==> src/rtl/expr_eval.sv <==
// Streaming evaluator for single-digit "+"/"*" expressions with operator precedence.
// Sums of closed products live in acc; the running product lives in term.
module expr_eval (
   input  logic        clk,
   input  logic        clr,
   input  logic [7:0]  in,
   input  logic        in_valid,
   output logic [31:0] result,
   output logic        ok,
   output logic        err,
   output logic        busy
);

   typedef enum logic [1:0] {START, OPND, OPER, ERR} state_t;

   state_t      state, state_nx;
   logic [31:0] acc, acc_nx;
   logic [31:0] term, term_nx;
   logic [31:0] result_nx;
   logic [31:0] dval;
   logic        pmul, pmul_nx;
   logic        is_dig, is_add, is_mul;

   always_comb begin
      is_dig = (in >= 8'h30) && (in <= 8'h39);
      is_add = (in == 8'h2b);
      is_mul = (in == 8'h2a);
      dval   = {28'd0, in[3:0]};
   end

   always_comb begin
      state_nx  = state;
      acc_nx    = acc;
      term_nx   = term;
      pmul_nx   = pmul;
      result_nx = result;
      if (in_valid) begin
         case (state)
            START: begin
               if (is_dig) begin
                  acc_nx    = '0;
                  term_nx   = dval;
                  result_nx = dval;
                  state_nx  = OPND;
               end else begin
                  state_nx = ERR;
               end
            end
            OPND: begin
               if (is_add) begin
                  acc_nx   = acc + term;
                  pmul_nx  = 1'b0;
                  state_nx = OPER;
               end else if (is_mul) begin
                  pmul_nx  = 1'b1;
                  state_nx = OPER;
               end else begin
                  state_nx = ERR;
               end
            end
            OPER: begin
               if (is_dig) begin
                  term_nx   = pmul ? (term * dval) : dval;
                  // result reflects the updated term, not the registered one
                  result_nx = acc + term_nx;
                  state_nx  = OPND;
               end else begin
                  state_nx = ERR;
               end
            end
            default: state_nx = ERR;
         endcase
      end
   end

   always_ff @(posedge clk) begin
      if (clr) begin
         state  <= START;
         acc    <= '0;
         term   <= '0;
         pmul   <= 1'b0;
         result <= '0;
         ok     <= 1'b0;
         err    <= 1'b0;
         busy   <= 1'b0;
      end else begin
         state  <= state_nx;
         acc    <= acc_nx;
         term   <= term_nx;
         pmul   <= pmul_nx;
         result <= result_nx;
         ok     <= (state_nx == OPND);
         err    <= (state_nx == ERR);
         if (in_valid)
            busy <= 1'b1;
      end
   end

endmodule
==> config.mk <==
export PLATFORM = sky130hd
export DESIGN_NAME = expr_eval
export DESIGN_NICKNAME = d
export VERILOG_FILES = /design/src/rtl/expr_eval.sv
export SDC_FILE = /design/constraint.sdc
export NUM_CORES = 1
export LEC_CHECK = 0
export CAP_MARGIN = 20
export CORE_UTILIZATION = 40
export DETAILED_ROUTE_END_ITERATION = 12
export HOLD_SLACK_MARGIN = 0.06
export PLACE_DENSITY_LB_ADDON = 0.3
export SLEW_MARGIN = 20
export SYNTH_ARGS = -nofsm -noshare
export SYNTH_HDL_FRONTEND = slang
export SYNTH_SLANG_ARGS = --single-unit
==> constraint.sdc <==
create_clock -name clk -period 10.51 [get_ports clk]
set_input_delay 1.5765 -clock clk [delete_from_list [all_inputs] [get_ports clk]]
set_output_delay 1.5765 -clock clk [all_outputs]
set_load 0.05 [all_outputs]
After elaboration in Yosys (flattened, before gate mapping)
Cells that the tools add are included.
{"block": "op_classes", "multipliers": 1, "muxes": 16, "n_lt_le_gt_ge": 2, "reduce_logical": 9, "n_eq_ne": 9, "n_addsub": 2}
{"operator": "$mux 32", "n": 6}
{"operator": "$pmux 32 s2", "n": 3}
{"operator": "$add 32x32->32", "n": 2}
{"operator": "$mul 32x4->32", "n": 1}
{"operator": "$eq 8x6->1 const B", "n": 2}
{"operator": "$ge 8x6->1 const B", "n": 1}
{"operator": "$le 8x6->1 const B", "n": 1}
{"operator": "$reduce_and 4->1", "n": 2}
{"operator": "$ne 2x2->1 const B", "n": 3}
{"operator": "$reduce_bool 2->1", "n": 3}
{"operator": "$eq 2x1->1 const B", "n": 2}
{"operator": "$eq 2x2->1 const B", "n": 2}
{"operator": "$mux 1", "n": 4}
{"operator": "$mux 2", "n": 2}
{"operator": "$pmux 2 s2", "n": 1}
{"operator": "$reduce_and 3->1", "n": 1}
{"operator": "$logic_not 2->1", "n": 1}
{"operator": "$reduce_or 2->1", "n": 1}
{"operator": "$logic_and 1x1->1", "n": 1}
{"block": "totals", "register_bits": 102, "out_inout_bits": 35, "elab_cells": 47}

Logic depth before layout (Yosys ltp)
Gate-level depths: netlist (run 1).
{"block": "logic_depth", "ltp_word": 6, "ltp_mapped": 32, "mapped_depth_nobuf": 30}

Worst setup path after synthesis (run 1)
OpenSTA, ideal clock, no wires.
{"block": "synth_timing", "path_type": "in2reg", "startpoint": "input in[1]", "endpoint": "register result[31]", "path_buffers": 2, "setup_ns": 0.120, "cell_stages": 29, "arrival_time_ns": 7.777, "path_slack_ns": 2.613, "cell_sequence": "clkbuf_1 clkbuf_1 nand2_1 fa_1 fa_1 inv_1 ha_1 nor2b_1 o31a_1 o21ai_0 nand2b_1 a21o_1 a21oi_1 xor2_1 nor2_1 ha_1 a211o_1 and3b_1 a211oi_1 nor3_1 o41ai_1 o211ai_1 a21oi_1 a311oi_2 maj3_1 o21ai_2 maj3_2 a41oi_2 a211o_1"}
{"block": "synth_between", "elab_chain_cells": 5, "elab_cells_between_ends": 11, "classes_between": "1 x add/sub; 1 x mul; 2 x order compare; 2 x eq/ne; 3 x mux; 2 x reduce/logical"}
{"item": "start, declared", "line_no": "6", "rtl": "input logic [7:0] in,"}
{"item": "$mul 32x4->32", "line_no": "63", "rtl": "term_nx = pmul ? (term * dval) : dval;"}
{"item": "$mux 32", "line_no": "63"}
{"item": "$add 32x32->32", "line_no": "65", "rtl": "result_nx = acc + term_nx;"}
{"item": "$mux 32", "line_no": "62", "rtl": "if (is_dig) begin"}
{"item": "$pmux 32 s2", "line_no": "38", "rtl": "case (state)"}
{"item": "end signal, assigned", "line_no": "91", "rtl": "result <= result_nx;"}
{"item": "end, declared", "line_no": "8", "rtl": "output logic [31:0] result,"}
Parallel ways exist; a longest one is shown, timed or not. The select of a mux whose other input is x is not followed.
A chain may end at the register's enable or synchronous reset.

Worst setup path after layout (run 1)
{"block": "layout_timing", "startpoint": "input in[2]", "endpoint": "register result[31]"}
The elaborated chain is that of the path after synthesis.

==> impl.org, run 1 <==
** Run status
- Run status :: finished clean

** Timing
- Setup violations remaining at the end of the flow were counted as 0.
- The hold violation total from the final report is 0.
- The final critical path takes up 86.2% of the cycle.
- Worst setup margin :: 1.45 ns
- Relative slew slack :: 28.6%
- Setup repair after global routing left no endpoint under its margin.
- Static timing analysis puts the maximum clock frequency at 0.110 GHz.
- Across all hold checks on the routed design, the worst slack comes to 0.447 ns.
- Clock skew on the completed layout was measured at 0.00899 ns.
- Final worst path period need :: 9.06 ns
- The final count of pins violating max slew is 0.
- For the pin with the worst max-slew slack, the measured transition is 1.07 ns.
- Summed over all failing endpoints, the final setup total negative slack is 0 ns.

** Route
- Detail-routed net length per standard cell :: 16.3 um
- Remaining design rule violation count :: 0
- Dividing the detail-routed via count by the number of cells gives 5.52.
- The pre-antenna-repair detailed-routing pass consisted of 5 iterations.
- For this block, the initial DRC count from the detailed router was 516.
- Summed over all layers, the routed wires come to 27700 um.
- In this run the remaining antenna-violating nets after routing total 0.
- The routed layout has 9366 vias.

** Finish
- In the final layout, the share of cells above drive strength 1 is 3.23%.
- The finished cells cover 0.0116 mm^2.
- The filler cells instantiated in the layout total 2595.
- Non-Filler Instances :: 1696
- Area overhead of the layout relative to synthesis :: 9.96%
- Leaving out fill and tap cells, the most frequent cell in the layout is nor2_1.
- The multi-input combinational cells in the finished layout cover a total of 0.00781 mm^2.
- Ant diodes :: 0
- At the end of the flow, the number of nets in the layout was 1513.
- Total area of sequential cells :: 0.00204 mm^2
- Utilization after layout :: 44.6%
- The top cell types in the final layout, fill and taps aside, are nor2_1, inv_1, nand2_1.

** Logic synthesis
- The number of nets handed over by synthesis was 1505.
- Each instance of the synthesized netlist takes up on average 7.80 um^2.
- The largest total area in the synthesized netlist belongs to dfxtp_1.
- Main combinational cell family by area after synthesis :: simple AND/OR/NAND/NOR gates
- Post-Synth XOR/XNOR Area :: 6.73%
- In this run, synthesis inferred 0 flip-flops with an integrated enable.
- After synthesis, flip-flops and latches occupy 19.4% of the total area.
- In this run the biggest area consumer among cell types represents 19.4% of the synthesized area.
- Fraction of the mapped netlist area in compound gates :: 21.1%
- Of the total synthesized cell area, the portion taken by full adders, half adders and majority gates is 22.3%.
- The cell area that synthesis handed to floorplanning was 0.0105 mm^2.
- Share of cell area taken by muxes after synthesis :: 1.38%
- Synthesis warning total :: 0
- In the synthesized netlist the dominant register cell turns out to be dfxtp_1.
- Synthesized-area fraction occupied by and/or/nand/nor cells :: 22.4%
- Cells taking the most area after synthesis :: dfxtp_1, fa_1, ha_1
- Synth Register Bits :: 102
- Number of distinct standard cells referenced by the synthesized netlist :: 78
- Counting flops with an async set or reset pin after synthesis yields a share of 0%.
- Synthesis produced 1351 cells.

** Worst setup path
- Kind of start point of the critical path :: primary input
- Setup slack on the worst reg-to-reg path comes out at 3.16 ns.
- Cell depth of the worst flop-to-flop path :: 28
- Worst endpoint required time :: 10.76 ns
- The slowest stage of the critical path is the clkdlybuf4s50_1 cell.
- Largest driver fanout on the critical path :: 22
- Capturing point of the worst reg2reg path :: result[31]
- The largest single stage delay on the critical path is 0.74 ns.
- The startpoint identified for the worst register-to-register timing path is term[3].
- Crit path capture type :: flop
- Arrival time of data at the critical path endpoint :: 9.31 ns
- The critical path is of the primary input to flop type.

** Power and ir drop
- In this run the power density over the cells is 67.8 mW/mm^2.
- Switch Pwr :: 0.183 mW
- Switching fraction of total power :: 23.2%
- The internal portion of the total power is 0.603 mW.
- Registers are responsible for 49.6% of the overall power.
- Peak ir drop on the vdd network :: 0.0671 mV
- Overall power consumption after layout is estimated at 0.786 mW.
- In this run, the combinational gates consume 5.0% of the power.
- The clock network burns 45.5% of the power.
- Leakage dissipation :: 5.06 nW

** Clock network
- Buffers added to address setup during post-CTS repair amount to 0.
- Post-CTS repair changed the size of 0 cells.
- For the worst-skew pair, the clock arrives at the later sink with an insertion delay of 0.36 ns.
- Deepest level of the CTS H-tree :: 3
- CTS Buf Count :: 9
- The root buffer cell chosen for the clock tree is clkbuf_16.
- CTS clk-pin slew, worst paths :: 0.07 ns
- TritonCTS clock tree :: built
- Bufs on Longest Clock Path :: 2
- Hold repair after CTS inserted 0 buffers.
- CTS saw 102 sinks.

** Place
- The placed instances occupy a cell area of 0.0113 mm^2.
- Port Buf Inserts :: 45
- Including well taps, the total number of placed cells is 1682.
- Pre-CTS setup slack :: 1.18 ns
- Detailed placement ended at an HPWL of 21500 um.
- Final weighted congestion of routability-driven global placement :: 0.875

** Global route
- Summed over all layers, the global routing overflow is 0.
- The first global-routing pass estimated 46500 um of wire.
- The number of antenna violations at the first check in global routing was 0.
- Vias in the first global route :: 9147
- In the global route stage, overall resource usage came out at 21.6%.
- Entering global routing, the biggest net connects 66 pins.

** Worst hold path
- The startpoint identified for the worst hold timing path is result[27].
- The worst hold path was traced through 2 stages.
- Type of the tightest min-delay check :: flop to flop
- The worst hold path terminates at result[27].

** Floorplanning
- Area enclosed by the die boundary :: 0.0270 mm^2
- In this run the standard cell core region covers 0.0260 mm^2.
- Number of placement rows :: 59
- In this run the vertical extent of the chip is 164 um.
- The initial utilization of the core area, before any placement, comes to 40.6%.
- In this run the count of I/O pins placed on the die edge is 46.
- In this run the horizontal extent of the chip is 164 um.

** Flow run
- Across the run, the number of max-cap violations was 0.
registers in the layout, indices dropped and copies added, names as in the netlist:
| register | cells |
|---|---|
| acc | 32 |
| result | 32 |
| term | 32 |
| state | 2 |
| busy | 1 |
| err | 1 |
| ok | 1 |
| pmul | 1 |
cell type report:
cell class / instances / area share [%]
Inverter: 127 / 4.11
Clock inverter: 4 / 0.648
Clock buffer: 9 / 1.94
Multi-Input combinational cell: 1064 / 67.4
Tap cell: 335 / 3.62
Sequential cell: 102 / 17.6
Timing Repair Buffer: 55 / 4.69
cell families (layout without fill, tap and decap cells):
family,count (synthesis),after routing
AND/OR/NAND/NOR,487,487
flip-flops,102,102
XOR/XNOR,81,81
multiplexers,13,13
AO/OA/AOI/OAI,328,328
buffers and inverters,185,195
adder cells (fa/ha/maj),155,155
power by group through the flow:
stage	Sequential, mW	Clock [mW]	Combinational (mW)
3_5_place_dp	0.398	0	0.0388
2_1_floorplan	0.401	0	0.0210
5_1_grt	0.389	0.385	0.0427
6_report	0.389	0.357	0.0390
3_3_place_gp	0.398	0	0.0386
4_1_cts	0.389	0.368	0.0389
worst max path at each step:
| stage | start | end | slack (ns) | cells after the start |
|---|---|---|---|---|
| 2_1_floorplan | in[1] | result[31] | 2.61 | 29 |
| 3_3_place_gp | in[2] | result[31] | 1.28 | 29 |
| 3_5_place_dp | in[2] | result[31] | 1.18 | 29 |
| 4_1_cts | in[2] | result[31] | 1.52 | 29 |
| 5_1_grt | in[2] | result[31] | 0.92 | 29 |
| 6_report | in[2] | result[31] | 1.45 | 29 |
synthesized netlist by cell type (3+ instances only):
library cell    n
maj3_1         10
o211ai_1       10
o21a_1         10
a31oi_1         9
or3_1          13
nand3_1        31
fa_1           59
and2_1         89
nor3_1         20
a2111oi_0       3
ha_1           84
dfxtp_1       102
mux2i_1        10
xor2_1         23
o21ai_1         5
nor3b_1         6
clkbuf_1       46
nand3b_1        5
nor2b_1         5
nand4b_1        4
nand2b_1       11
a22oi_1        66
a21oi_1        72
xnor2_1        58
or2_2           4
buf_1           9
a21o_1         39
inv_1         126
and3_1          6
a211o_1         3
o21ai_0        44
a221oi_1        4
o21bai_1       14
nor2_1        154
nor4_1          3
nand4_1        10
a211oi_1       16
o311ai_0        4
nand2_1       113
critical path: cells and delay by family:
family | cells | cell delay (ns)
AOI/OAI and AO/OA | 13 | 3.40
xor gates and xnor gates | 1 | 0.16
adders and majority gates | 6 | 2.35
buffers and inverters | 3 | 0.83
and+or+nand+nor | 6 | 0.97
layer usage:
metal	part of all wire (%)	vias up	GRT usage, %	wire [um]
li1	-	4685	-	-
met4	2.1	0	6.31	582
met3	4.2	32	2.37	1160
met1	47	4470	29.0	13100
met2	46	179	36.2	12900
met5	0	-	0	0
No activity file was read; power rests on OpenSTA's default activity.
==> inputs of run 2 (changes only) <==
--- a/config.mk
+++ b/config.mk
@@ -5,11 +5,14 @@
 export SDC_FILE = /design/constraint.sdc
 export NUM_CORES = 1
 export LEC_CHECK = 0
+export ABC_CLOCK_PERIOD_IN_PS = 10510
 export CAP_MARGIN = 20
 export CORE_UTILIZATION = 40
+export CTS_CLUSTER_DIAMETER = 200
 export DETAILED_ROUTE_END_ITERATION = 12
 export HOLD_SLACK_MARGIN = 0.06
 export PLACE_DENSITY_LB_ADDON = 0.3
+export SKIP_LAST_GASP = 1
 export SLEW_MARGIN = 20
 export SYNTH_ARGS = -nofsm -noshare
 export SYNTH_HDL_FRONTEND = slang
==> results of run 2 <==
The final DEF is identical to that of run 1; final timing and power are the same.
==> inputs of run 3 (changes only) <==
--- a/config.mk
+++ b/config.mk
@@ -10,7 +10,7 @@
 export CORE_UTILIZATION = 40
 export CTS_CLUSTER_DIAMETER = 200
 export DETAILED_ROUTE_END_ITERATION = 12
-export HOLD_SLACK_MARGIN = 0.06
+export HOLD_SLACK_MARGIN = 0.15
 export PLACE_DENSITY_LB_ADDON = 0.3
 export SKIP_LAST_GASP = 1
 export SLEW_MARGIN = 20
==> results of run 3 <==
The final DEF is identical to that of run 1; final timing and power are the same.
